<file path="config.mk">
export PLATFORM = sky130hd
export DESIGN_NAME = rf_writeback_flat
export DESIGN_NICKNAME = d
export VERILOG_FILES = /design/src/rtl/rf_writeback_pkg.sv /design/src/rtl/rf_writeback_if.sv /design/src/rtl/rf_writeback_scoreboard.sv /design/src/rtl/rf_writeback.sv /design/src/flat_wrapper.sv
export SDC_FILE = /design/constraint.sdc
export NUM_CORES = 1
export LEC_CHECK = 0
export CAP_MARGIN = 20
export CORE_MARGIN = 1
export CORE_UTILIZATION = 45
export DETAILED_ROUTE_END_ITERATION = 10
export GPL_TIMING_DRIVEN = 1
export PLACE_DENSITY_LB_ADDON = 0.25
export SLEW_MARGIN = 10
export SYNTH_ARGS = -nofsm -noshare
export SYNTH_HDL_FRONTEND = slang
export SYNTH_HIERARCHICAL = 1
export SYNTH_SLANG_ARGS = --single-unit
</file>
<file path="constraint.sdc">
create_clock -name clk -period 7 [get_ports clk]
set_input_delay 1.4 -clock clk [delete_from_list [all_inputs] [get_ports clk]]
set_output_delay 1.4 -clock clk [all_outputs]
set_load 0.01 [all_outputs]
</file>
<file path="src/rtl/rf_writeback_pkg.sv">
// Shared types and constants for the register-file writeback stage.
package rf_writeback_pkg;

    localparam int XLEN       = 32;
    localparam int REG_ADDR_W = 5;
    localparam int NUM_REGS   = 32;
    localparam int STARVE_W   = 3;

    localparam logic [REG_ADDR_W-1:0] ZERO_REG     = 5'h0;
    localparam logic [STARVE_W-1:0]   STARVE_LIMIT = 3'd4;

    typedef logic [REG_ADDR_W-1:0] reg_addr_t;
    typedef logic [XLEN-1:0]       xdata_t;

    // Content of the single RF write port as it leaves this stage.
    typedef struct packed {
        logic      wen;
        reg_addr_t wa;
        xdata_t    wd;
    } rf_write_t;

    // x0 is hardwired to zero: it is never written and never tracked as pending.
    function automatic logic is_real_dest(input reg_addr_t wa);
        return (wa != ZERO_REG);
    endfunction

endpackage

</file>
<file path="src/rtl/rf_writeback_if.sv">
// Bundle of the ALU, LTU, issue and RF write-port signals around the writeback stage.
interface rf_writeback_if;
    import rf_writeback_pkg::*;

    logic      alu_valid;
    reg_addr_t alu_wa;
    xdata_t    alu_wd;
    logic      alu_hold;

    logic      ltu_valid;
    reg_addr_t ltu_wa;
    xdata_t    ltu_wd;
    logic      ltu_ready;

    logic      iss_valid;
    logic      iss_long;
    reg_addr_t iss_wa;
    reg_addr_t iss_ra1;
    reg_addr_t iss_ra2;
    logic      iss_stall;

    logic      rf_wen;
    reg_addr_t rf_wa;
    xdata_t    rf_wd;

    // Writeback stage side.
    modport slave (
        input  alu_valid, alu_wa, alu_wd,
        output alu_hold,
        input  ltu_valid, ltu_wa, ltu_wd,
        output ltu_ready,
        input  iss_valid, iss_long, iss_wa, iss_ra1, iss_ra2,
        output iss_stall,
        output rf_wen, rf_wa, rf_wd
    );

    // Pipeline / environment side.
    modport master (
        output alu_valid, alu_wa, alu_wd,
        input  alu_hold,
        output ltu_valid, ltu_wa, ltu_wd,
        input  ltu_ready,
        output iss_valid, iss_long, iss_wa, iss_ra1, iss_ra2,
        input  iss_stall,
        input  rf_wen, rf_wa, rf_wd
    );

endinterface

</file>
<file path="src/rtl/rf_writeback_scoreboard.sv">
// Pending-write scoreboard for long-latency destinations with a three-port hazard lookup.
module rf_scoreboard
    import rf_writeback_pkg::*;
(
    input  logic      clk,
    input  logic      reset_n,
    input  logic      iss_valid,
    input  logic      iss_long,
    input  reg_addr_t iss_wa,
    input  reg_addr_t iss_ra1,
    input  reg_addr_t iss_ra2,
    input  logic      clr_en,
    input  reg_addr_t clr_wa,
    output logic      stall
);

    localparam logic [NUM_REGS-1:0] ONE_HOT_0 = {{(NUM_REGS-1){1'b0}}, 1'b1};

    logic [NUM_REGS-1:0] pending_r;
    logic [NUM_REGS-1:0] pending_next_s;
    logic [NUM_REGS-1:0] set_mask_s;
    logic [NUM_REGS-1:0] clr_mask_s;
    logic                stall_s;
    logic                set_en_s;

    // Hazard lookup uses only the registered vector, so a same-cycle clear releases next cycle.
    always_comb begin
        stall_s = iss_valid & (pending_r[iss_ra1] | pending_r[iss_ra2] | pending_r[iss_wa]);
    end

    // Set on accepted long issue, clear on LTU acceptance; bit 0 is never tracked.
    always_comb begin
        set_en_s       = iss_valid & iss_long & ~stall_s & is_real_dest(iss_wa);
        set_mask_s     = set_en_s ? (ONE_HOT_0 << iss_wa) : {NUM_REGS{1'b0}};
        clr_mask_s     = (clr_en & is_real_dest(clr_wa)) ? (ONE_HOT_0 << clr_wa) : {NUM_REGS{1'b0}};
        pending_next_s = (pending_r & ~clr_mask_s) | set_mask_s;
        pending_next_s[0] = 1'b0;
    end

    // Pending vector register.
    always_ff @(posedge clk or negedge reset_n) begin
        if (!reset_n) begin
            pending_r <= {NUM_REGS{1'b0}};
        end else begin
            pending_r <= pending_next_s;
        end
    end

    assign stall = stall_s;

endmodule

</file>
<file path="src/rtl/rf_writeback.sv">
// Writeback stage: ALU/LTU arbitration onto the single RF write port, LTU starvation
// protection, and issue hazard stall via the pending-write scoreboard.
module rf_writeback
    import rf_writeback_pkg::*;
(
    input  logic          clk,
    input  logic          reset_n,
    rf_writeback_if.slave bus
);

    logic                ltu_accept_s;
    logic                stall_s;
    logic [STARVE_W-1:0] starve_cnt_r;
    logic [STARVE_W-1:0] starve_next_s;
    logic                hold_r;
    rf_write_t           wr_r;
    rf_write_t           wr_next_s;

    // The ALU cannot be back-pressured, so it always wins; the LTU takes any idle slot.
    assign bus.ltu_ready = ~bus.alu_valid;
    assign ltu_accept_s  = bus.ltu_valid & ~bus.alu_valid;

    rf_scoreboard u_scoreboard (
        .clk       (clk),
        .reset_n   (reset_n),
        .iss_valid (bus.iss_valid),
        .iss_long  (bus.iss_long),
        .iss_wa    (bus.iss_wa),
        .iss_ra1   (bus.iss_ra1),
        .iss_ra2   (bus.iss_ra2),
        .clr_en    (ltu_accept_s),
        .clr_wa    (bus.ltu_wa),
        .stall     (stall_s)
    );

    // Count consecutive cycles a waiting LTU result loses arbitration, saturating at the limit.
    always_comb begin
        if (bus.ltu_valid && !ltu_accept_s) begin
            starve_next_s = (starve_cnt_r == STARVE_LIMIT) ? starve_cnt_r : (starve_cnt_r + 3'd1);
        end else begin
            starve_next_s = {STARVE_W{1'b0}};
        end
    end

    // Select the winner for the write register; x0 completes the handshake without a write.
    always_comb begin
        wr_next_s     = wr_r;
        wr_next_s.wen = 1'b0;
        case ({bus.alu_valid, ltu_accept_s})
            2'b10: begin
                wr_next_s.wen = is_real_dest(bus.alu_wa);
                if (is_real_dest(bus.alu_wa)) begin
                    wr_next_s.wa = bus.alu_wa;
                    wr_next_s.wd = bus.alu_wd;
                end else begin
                    wr_next_s.wa = wr_r.wa;
                    wr_next_s.wd = wr_r.wd;
                end
            end
            2'b01: begin
                wr_next_s.wen = is_real_dest(bus.ltu_wa);
                if (is_real_dest(bus.ltu_wa)) begin
                    wr_next_s.wa = bus.ltu_wa;
                    wr_next_s.wd = bus.ltu_wd;
                end else begin
                    wr_next_s.wa = wr_r.wa;
                    wr_next_s.wd = wr_r.wd;
                end
            end
            default: begin
                wr_next_s.wen = 1'b0;
            end
        endcase
    end

    // Write-port register, starvation counter and registered ALU hold.
    always_ff @(posedge clk or negedge reset_n) begin
        if (!reset_n) begin
            wr_r         <= '{wen: 1'b0, wa: ZERO_REG, wd: {XLEN{1'b0}}};
            starve_cnt_r <= {STARVE_W{1'b0}};
            hold_r       <= 1'b0;
        end else begin
            wr_r         <= wr_next_s;
            starve_cnt_r <= starve_next_s;
            hold_r       <= (starve_next_s == STARVE_LIMIT);
        end
    end

    assign bus.alu_hold  = hold_r;
    assign bus.iss_stall = stall_s;
    assign bus.rf_wen    = wr_r.wen;
    assign bus.rf_wa     = wr_r.wa;
    assign bus.rf_wd     = wr_r.wd;

endmodule

</file>
<file path="src/flat_wrapper.sv">
// flat-port wrapper written by rule: the top's interface ports become plain ports
module rf_writeback_flat import rf_writeback_pkg::*;
  (clk, reset_n, bus_alu_valid, bus_alu_wa, bus_alu_wd, bus_alu_hold, bus_ltu_valid, bus_ltu_wa, bus_ltu_wd, bus_ltu_ready, bus_iss_valid, bus_iss_long, bus_iss_wa, bus_iss_ra1, bus_iss_ra2, bus_iss_stall, bus_rf_wen, bus_rf_wa, bus_rf_wd);
  rf_writeback_if bus_i ();
  input  logic clk;
  input  logic reset_n;
  input wire logic [$bits(bus_i.alu_valid)-1:0] bus_alu_valid;
  input wire logic [$bits(bus_i.alu_wa)-1:0] bus_alu_wa;
  input wire logic [$bits(bus_i.alu_wd)-1:0] bus_alu_wd;
  output wire logic [$bits(bus_i.alu_hold)-1:0] bus_alu_hold;
  input wire logic [$bits(bus_i.ltu_valid)-1:0] bus_ltu_valid;
  input wire logic [$bits(bus_i.ltu_wa)-1:0] bus_ltu_wa;
  input wire logic [$bits(bus_i.ltu_wd)-1:0] bus_ltu_wd;
  output wire logic [$bits(bus_i.ltu_ready)-1:0] bus_ltu_ready;
  input wire logic [$bits(bus_i.iss_valid)-1:0] bus_iss_valid;
  input wire logic [$bits(bus_i.iss_long)-1:0] bus_iss_long;
  input wire logic [$bits(bus_i.iss_wa)-1:0] bus_iss_wa;
  input wire logic [$bits(bus_i.iss_ra1)-1:0] bus_iss_ra1;
  input wire logic [$bits(bus_i.iss_ra2)-1:0] bus_iss_ra2;
  output wire logic [$bits(bus_i.iss_stall)-1:0] bus_iss_stall;
  output wire logic [$bits(bus_i.rf_wen)-1:0] bus_rf_wen;
  output wire logic [$bits(bus_i.rf_wa)-1:0] bus_rf_wa;
  output wire logic [$bits(bus_i.rf_wd)-1:0] bus_rf_wd;
  assign bus_i.alu_valid = bus_alu_valid;
  assign bus_i.alu_wa = bus_alu_wa;
  assign bus_i.alu_wd = bus_alu_wd;
  assign bus_alu_hold = bus_i.alu_hold;
  assign bus_i.ltu_valid = bus_ltu_valid;
  assign bus_i.ltu_wa = bus_ltu_wa;
  assign bus_i.ltu_wd = bus_ltu_wd;
  assign bus_ltu_ready = bus_i.ltu_ready;
  assign bus_i.iss_valid = bus_iss_valid;
  assign bus_i.iss_long = bus_iss_long;
  assign bus_i.iss_wa = bus_iss_wa;
  assign bus_i.iss_ra1 = bus_iss_ra1;
  assign bus_i.iss_ra2 = bus_iss_ra2;
  assign bus_iss_stall = bus_i.iss_stall;
  assign bus_rf_wen = bus_i.rf_wen;
  assign bus_rf_wa = bus_i.rf_wa;
  assign bus_rf_wd = bus_i.rf_wd;
  rf_writeback u_core (.clk(clk), .reset_n(reset_n), .bus(bus_i));
endmodule
</file>
======== Word level (Yosys, flattened, before mapping) ========
Index checks and enable logic that the tools add are counted.
word-level totals
  bits in registers ....................... 73
  output and inout port bits .............. 41
  word-level logic and storage cells ...... 52
operators by class
  add/subtract/negate cells ............... 1
  order comparisons ....................... 3
  eq/ne operators ......................... 6
  shifts and indexed selects .............. 2
  mux-type cells .......................... 14
  bitwise gates (word level) .............. 13
  reduce and logical (&&, ||, !) cells .... 7
operators by type and width
  operator                                                              count
  37-bit two-way mux                                                    2
  37-bit case mux with 2 select lines                                   1
  32-bit two-way mux                                                    2
  1-bit by 5-bit << shifter with 32-bit output, first input constant    2
  32-bit AND                                                            1
  32-bit NOT                                                            1
  32-bit OR                                                             1
  5-bit by 6-bit < comparator with 1-bit output, second input constant  3
  1-bit binary-select mux with 5-bit select                             3
  5-bit nonzero test                                                    3
  1-bit AND                                                             6
  3-bit == test, second input constant                                  2
  3-bit two-way mux                                                     2
  2-bit by 1-bit != test with 1-bit output, second input constant       2
  3-bit by 1-bit adder with 3-bit output, second input constant         1
  1-bit two-way mux                                                     3
  3-bit AND reduction                                                   1
  2-bit by 1-bit == test with 1-bit output, second input constant       1
  2-bit == test, second input constant                                  1
  1-bit NOT                                                             2
  1-bit OR                                                              2
  1-bit case mux with 2 select lines                                    1
  2-bit nonzero test                                                    1
  1-bit logical AND                                                     1
  1-bit logical NOT                                                     1

======== Longest topological paths before layout ========
Gate-level depths: netlist of the first run.
  depth in word-level cells ............... 10
  gate-level depth with buffers ........... 8

======== Cells and area by module ========
The synthesis of the first run kept the hierarchy.
modules (own cells, without submodules)
  module         times used  cells an instance  area each (um^2)  seq. area each (um^2)
  rf_scoreboard  1           245                2572.5            775.7
  rf_writeback   1           244                2446.1            1051.0

======== Worst setup path before layout of the first run ========
No wires, ideal clock.
  path type ............................... input-to-output
  start ................................... in bus_iss_ra1[1]
  end ..................................... out bus_iss_stall
  arrival ................................. 3.114 ns
  slack ................................... 2.486 ns
  cell stages on the path ................. 7
  buffers on the path ..................... 2
  path through ............................ buf_6 > mux4_1 > mux4_2 > o22ai_2 > a21oi_2 > buf_6 > o21a_1
between the ends
  longest elaborated chain between the ends .. 5
ends and longest elaborated chain
  element                                    line                           source
  start: declaration                         flat_wrapper.sv:18             input wire logic [$bits(bus_i.iss_ra1)-1:0] bus_iss_ra1;
  1-bit binary-select mux with 5-bit select  rf_writeback_scoreboard.sv:28  stall_s = iss_valid & (pending_r[iss_ra1] | pending_r[iss_ra2] | pending_r[iss_wa]);
  1-bit two-way mux (implied by the code)    rf_writeback_scoreboard.sv:28
  1-bit OR (2 in series)                     rf_writeback_scoreboard.sv:28
  1-bit AND                                  rf_writeback_scoreboard.sv:28
  end: declaration                           flat_wrapper.sv:20             output wire logic [$bits(bus_i.iss_stall)-1:0] bus_iss_stall;
No other way between the ends. The select of a mux whose other input is x is not followed.

======== Worst setup path in the final report of the first run ========
  start ................................... in bus_iss_wa[1]
  end ..................................... out bus_iss_stall
between the ends
  longest elaborated chain between the ends .. 4
ends and longest elaborated chain
  element                                    line                           source
  start: declaration                         flat_wrapper.sv:17             input wire logic [$bits(bus_i.iss_wa)-1:0] bus_iss_wa;
  1-bit binary-select mux with 5-bit select  rf_writeback_scoreboard.sv:28
  1-bit two-way mux (implied by the code)    rf_writeback_scoreboard.sv:28
  1-bit OR                                   rf_writeback_scoreboard.sv:28
  1-bit AND                                  rf_writeback_scoreboard.sv:28
No other way between the ends. The select of a mux whose other input is x is not followed.

==> results of run 1 <==
## layout by cell type, fill, tap and decap left out, types with 4 or more instances in the layout
master	instances
dfrtp_1	73
mux4_2	15
mux4_1	6
o21ai_0	70
clkdlybuf4s50_1	134
mux2i_1	7
nor2_1	11
and3b_1	4
nand2_1	45
a211o_1	36
nand2b_1	4
nand3_1	8
nor2b_1	41
nor3b_1	8
clkinvlp_4	5
o311a_1	36
nor3_1	4
clkbuf_8	9
buf_4	9
inv_1	6
o31ai_2	28
## path summary, 6_finish.rpt
kind	start	to	depth (start not counted)
hold reg to reg	u_core/bus.rf_wa[3]	u_core/bus.rf_wa[3]	1
setup / recovery	bus_iss_wa[1]	bus_iss_stall	7
max in group asynchronous	reset_n	u_core/u_scoreboard/pending_r[6]	1
hold / removal	u_core/bus.rf_wa[3]	u_core/bus.rf_wa[3]	1
setup reg to reg	u_core/u_scoreboard/pending_r[11]	u_core/u_scoreboard/pending_r[30]	6
min in group asynchronous	reset_n	u_core/bus.rf_wd[11]	1
## flip-flops by register name, indices dropped and copies added (netlist names)
signal,count
u_core/bus.alu_hold,1
u_core/u_scoreboard/pending_r,31
u_core/starve_cnt_r,3
u_core/bus.rf_wa,5
u_core/bus.rf_wen,1
u_core/bus.rf_wd,32
## logic make-up after synthesis
kind of cell	synth area share
compound gates	0.304
simple gates	0.153
flops	0.364
buf+inv	0.0553
mux	0.119
fa+ha+maj	0.00499
## power groups by stage
stage | logic [mW] | registers (mW) | clock network [mW]
2_1_floorplan | 0.178 | 0.513 | 0
3_3_place_gp | 0.332 | 0.519 | 0
3_5_place_dp | 0.339 | 0.521 | 0
4_1_cts | 0.340 | 0.513 | 0.313
5_1_grt | 0.364 | 0.521 | 0.329
6_report | 0.340 | 0.516 | 0.302
## metal layers
metal | wire length, um | up-vias | part of all wire
met5 | 0 | - | 0
met2 | 7440 | 275 | 0.47
met4 | 491 | 0 | 0.031
li1 | - | 2104 | -
met3 | 1660 | 42 | 0.11
met1 | 6150 | 2334 | 0.39
## final cells by class
type,instances,share of cell area
multi-input cells,361,0.448
flip-flops and latches,73,0.279
repair buffers,143,0.215
well taps,140,0.0267
clock buffers,9,0.0189
clock inverters,7,0.00840
inverters,7,0.00401
==> results.yml, run 1 <==
global_routing:
  grt_usage: 0.280
  grt_pass1_wl_mm: 25.0
  antenna_found_initial: 0
  busiest_layer: "met2"
  grt_use_met1: 0.363
  use_met2: 0.443
  met3_usage: 0.0745
  grt_pass1_vias: 4779
  grt_start_max_net_pins: 74
  overflow: 0
timing:
  skew_ps: 6.51
  report.final.slew_viol_count: 0
  max_freq_mhz: 178
  finalHoldViolCount: 0
  post-route-period-util: 0.801
  min_period_ps: 5610
  rsz0062_at_grt: "false"
  worstMarginPinSlew_ps: 1100
  setup_tns_ps: 0
  setup_ws_ps: 1390
  hold_ws_ps: 544
  setup_viol: 0
  relSlewSlack: 0.265
yosys:
  synth_edf_count: 0
  yosys_register_bits: 73
  synth_area_um2: 5020
  synth_most_common_cell: "dfrtp_1"
  synth_nets: 586
  ys_warn_count: 6
  synth_top_area_cell: "dfrtp_1"
  synth_area_leaders: "dfrtp_1, o311a_1, o21ai_0"
  syn_inst: 489
  yosys.area.top_type_share: 0.364
  ys_types: 44
  async_flop_share: 1.00
  yosys-top-cells-count: "dfrtp_1, o21ai_0, nand2_1"
  avgSynthCellArea_um2: 10.3
  synthFlopType: "dfrtp_1"
  synth-seq-area-share: 0.364
worst_setup_path:
  critPathTopFamily: "buffers and inverters"
  path_buf_inv: 2
  worstPathRequired_ps: 5600
  cp_cell_sequence: "clkdlybuf4s50_1 > mux2_2 > a2111oi_0 > a211oi_1 > a22o_1 > o21a_1 > clkdlybuf4s50_1"
  cp-end-kind: "output pin"
  critPathLaunchType: "input port"
  worstPathMaxFanout: 19
  cp_slowest_cell: "clkdlybuf4s50_1"
  ff2ff_setup_slack_ps: 4570
  crit_top_cell: "clkdlybuf4s50_1"
  worst-setup-path-type: "in -> out"
  critPathArrivalTime_ps: 4210
  crit_path_max_incr_delay_ps: 960
run:
  maxCapViolCount: 0
cts:
  clock_path_buffers: 2
  path_clk_slew_ps: 80
  post_cts_buffers: 0
  clk_latency_ps: 340
  cts_sinks: 73
  clockRootBuffer: "clkbuf_8"
  htreeDepth: 3
  cts_tree: "built"
  holdBufCountCts: 0
  ctsResizeCount: 0
  numCtsBuffers: 9
hold_path:
  hp-class: "reg -> reg"
finish:
  final_nets: 692
  design_area_um2: 6560
  instances_no_fill: 740
  antenna_cells: 0
  regArea_um2: 1830
  nFillCells: 931
  layout-area-overhead-vs-synth_pct: 30.6
  multiInputGateArea_um2: 2940
  final_util: 0.605
  drive_above_1_share: 0.133
floorplan:
  die_y_um: 108
  core.rowCount: 38
  start_util: 0.463
  ioPinCount: 136
  core_um2: 10800
  dieWidth_um: 108
  dieArea_um2: 11600
placement:
  place_congestion: 1.03
  io_buffers: 135
  preCtsSetupSlack_ps: 1420
  place_area_um2: 6380
  placed_cells: 724
  dpl.hpwl_mm: 10.9
drt:
  drt_wl_total_mm: 15.7
  drt_iter0_drc: 440
  via_per_inst: 6.43
  avgRoutedWirePerCell_um: 21.3
  drc: 0
  vias: 4755
  drt-pass1-iter-count: 5
  final_antenna_net_count: 0
power_and_ir_drop:
  totalPowerFinal_mw: 1.16
  power.density_nw_per_um2: 177
  power_frac_comb: 0.293
  intPower_uw: 780
  clockPowerShare: 0.261
  ir_drop_mv: 0.0920
  swShare: 0.326
  pwr-share-seq: 0.446
  p_leak_nw: 2.48
  switching_power_uw: 378
run_status:
  outcome: "finished clean"
No activity file was read; power rests on OpenSTA's default activity.
==> run 2: changes to the inputs <==
==> constraint.sdc (replaced) <==
create_clock -name clk -period 4.9 [get_ports clk]
set_input_delay 0.98 -clock clk [delete_from_list [all_inputs] [get_ports clk]]
set_output_delay 0.98 -clock clk [all_outputs]
set_load 0.01 [all_outputs]
==> run 2 against run 1 <==
Utilization grew 1.0 points. Non-clock buffer count grew 3. Clock skew grew 1.1 ps. Largest power group unchanged. Register-to-register slack lost 2100 ps. Clock power grew 110%. Sequential power grew 43%. Design area grew 1.7%. Total power grew 61%. Combinational power grew 44%. Wire length grew 1.2%. Setup slack lost 1100 ps. First-iteration DRC count shrank 6.4%.
==> results.yml, run 2 (synthesis results as in run 1) <==
worst_setup_path:
  worstPathRequired_ps: 3920
  worstPathMaxFanout: 14
  cp-end-kind: "output pin"
  ff2ff_path_depth: 6
  crit_end: "bus_iss_stall"
  cp-startpoint: "bus_iss_wa[1]"
  critPathArrivalTime_ps: 3650
  r2r-start: "u_core/u_scoreboard/pending_r[11]"
  r2r_end: "u_core/u_scoreboard/pending_r[30]"
  critPathLaunchType: "input port"
  worst-setup-path-type: "in -> out"
  ff2ff_setup_slack_ps: 2430
drt:
  final_antenna_net_count: 0
  via_per_inst: 6.28
  drt_wl_total_mm: 15.9
  avgRoutedWirePerCell_um: 21.4
  drt_iter0_drc: 412
  vias: 4665
  drt-pass1-iter-count: 5
  drc: 0
power_and_ir_drop:
  power.density_nw_per_um2: 280
  clockPowerShare: 0.342
  swShare: 0.293
  intPower_mw: 1.32
  ir_drop_mv: 0.182
  switching_power_uw: 548
  power_frac_comb: 0.261
  pwr-share-seq: 0.396
  p_leak_nw: 2.55
timing:
  setup_viol: 0
  skew_ps: 7.62
  finalHoldViolCount: 0
  post-route-period-util: 0.945
  relSlewSlack: 0.263
  rsz0062_at_grt: "false"
  setup_tns_ps: 0
  min_period_ps: 4630
  max_freq_mhz: 216
  report.final.slew_viol_count: 0
  worstMarginPinSlew_ps: 1100
cts:
  path_clk_slew_ps: 90
  htreeDepth: 3
  clock_path_buffers: 2
  ctsResizeCount: 0
  clockRootBuffer: "clkbuf_8"
  cts_tree: "built"
  holdBufCountCts: 0
  cts_sinks: 73
  clk_latency_ps: 350
  post_cts_buffers: 0
  numCtsBuffers: 9
floorplan:
  dieArea_um2: 11600
  die_y_um: 108
  dieWidth_um: 108
  core.rowCount: 38
  start_util: 0.463
  ioPinCount: 136
  core_um2: 10800
finish:
  largest_reg_flops: 32
  design_area_um2: 6670
  antenna_cells: 0
  final_cell_mix: "clkdlybuf4s50_1, dfrtp_1, o21ai_0"
  drive_above_1_share: 0.138
  layout-area-overhead-vs-synth_pct: 32.8
  final_common_cell: "clkdlybuf4s50_1"
  final_nets: 695
hold_path:
  hp-class: "reg -> reg"
global_routing:
  grt_pass1_wl_mm: 25.6
  overflow: 0
  grt_start_max_net_pins: 74
  grt_pass1_vias: 4777
  grt_usage: 0.289
  antenna_found_initial: 0
run_status:
  outcome: "finished clean"
placement:
  dpl.hpwl_mm: 10.8
  io_buffers: 135
  place_congestion: 0.978
  place_area_um2: 6400
run:
  maxCapViolCount: 0
[run 2: cell types whose count changed in the layout (fill, tap and decap cells not counted)]
cell        change
buf_4           +3
clkinv_2        +1
clkinv_4        +2
bufinv_16       +4
clkinvlp_4      -5
inv_6           -2
[run 2: worst min path at each step]
stage,startpoint,end,slack (ps),cells after the start
2_1_floorplan,u_core/u_scoreboard/pending_r[31],u_core/u_scoreboard/pending_r[31],500,2
3_5_place_dp,u_core/bus.rf_wd[28],u_core/bus.rf_wd[28],530,1
6_report,u_core/bus.rf_wd[8],u_core/bus.rf_wd[8],540,1
3_3_place_gp,u_core/bus.rf_wd[22],u_core/bus.rf_wd[22],520,1
4_1_cts,u_core/bus.rf_wd[19],u_core/bus.rf_wd[19],550,1
5_1_grt,u_core/bus.rf_wd[11],u_core/bus.rf_wd[11],570,1
[run 2: final cells by class]
class | count | area, um^2
clock inverter | 7 | 143
timing repair buffer | 146 | 1430
sequential | 73 | 1830
inverter | 7 | 26.3
tap | 140 | 175
clock buffer | 9 | 124
fill | 929 | 4180
multi-input combinational | 361 | 2940
[run 2: power groups by stage]
stage          logic (mW)  clock network, mW  registers [mW]
2_1_floorplan       0.255                  0           0.732
3_3_place_gp        0.477                  0           0.744
3_5_place_dp        0.486                  0           0.748
4_1_cts             0.488              0.649           0.737
5_1_grt             0.526              0.671           0.745
6_report            0.488              0.640           0.740
[run 2: stage by stage]
step                       util  worst slack [ps]  total power [mW]  instances  hold WS (ps)
after CTS                 0.615               266              1.87        743           547
final                     0.615               269              1.87        743           543
after detailed placement  0.590               298              1.23        727           526
after floorplan               -              1230             0.987        489           503
after global placement    0.590               335              1.22        727           518
after global routing      0.615               125              1.94        743           566
[run 2: metal layers]
metal	vias up	part of all wire	track usage
li1	2109	-	-
met1	2298	0.41	0.372
met2	216	0.47	0.458
met3	42	0.095	0.0847
met4	0	0.028	0.112
met5	-	0	0
[run 2: critical path, stage by stage]
cell and delay, ps:
clkdlybuf4s50_1 830, buf_4 250, mux4_2 280, nor4bb_1 330
a211oi_1 80, a22o_1 230, o21a_1 190, clkdlybuf4s50_1 480
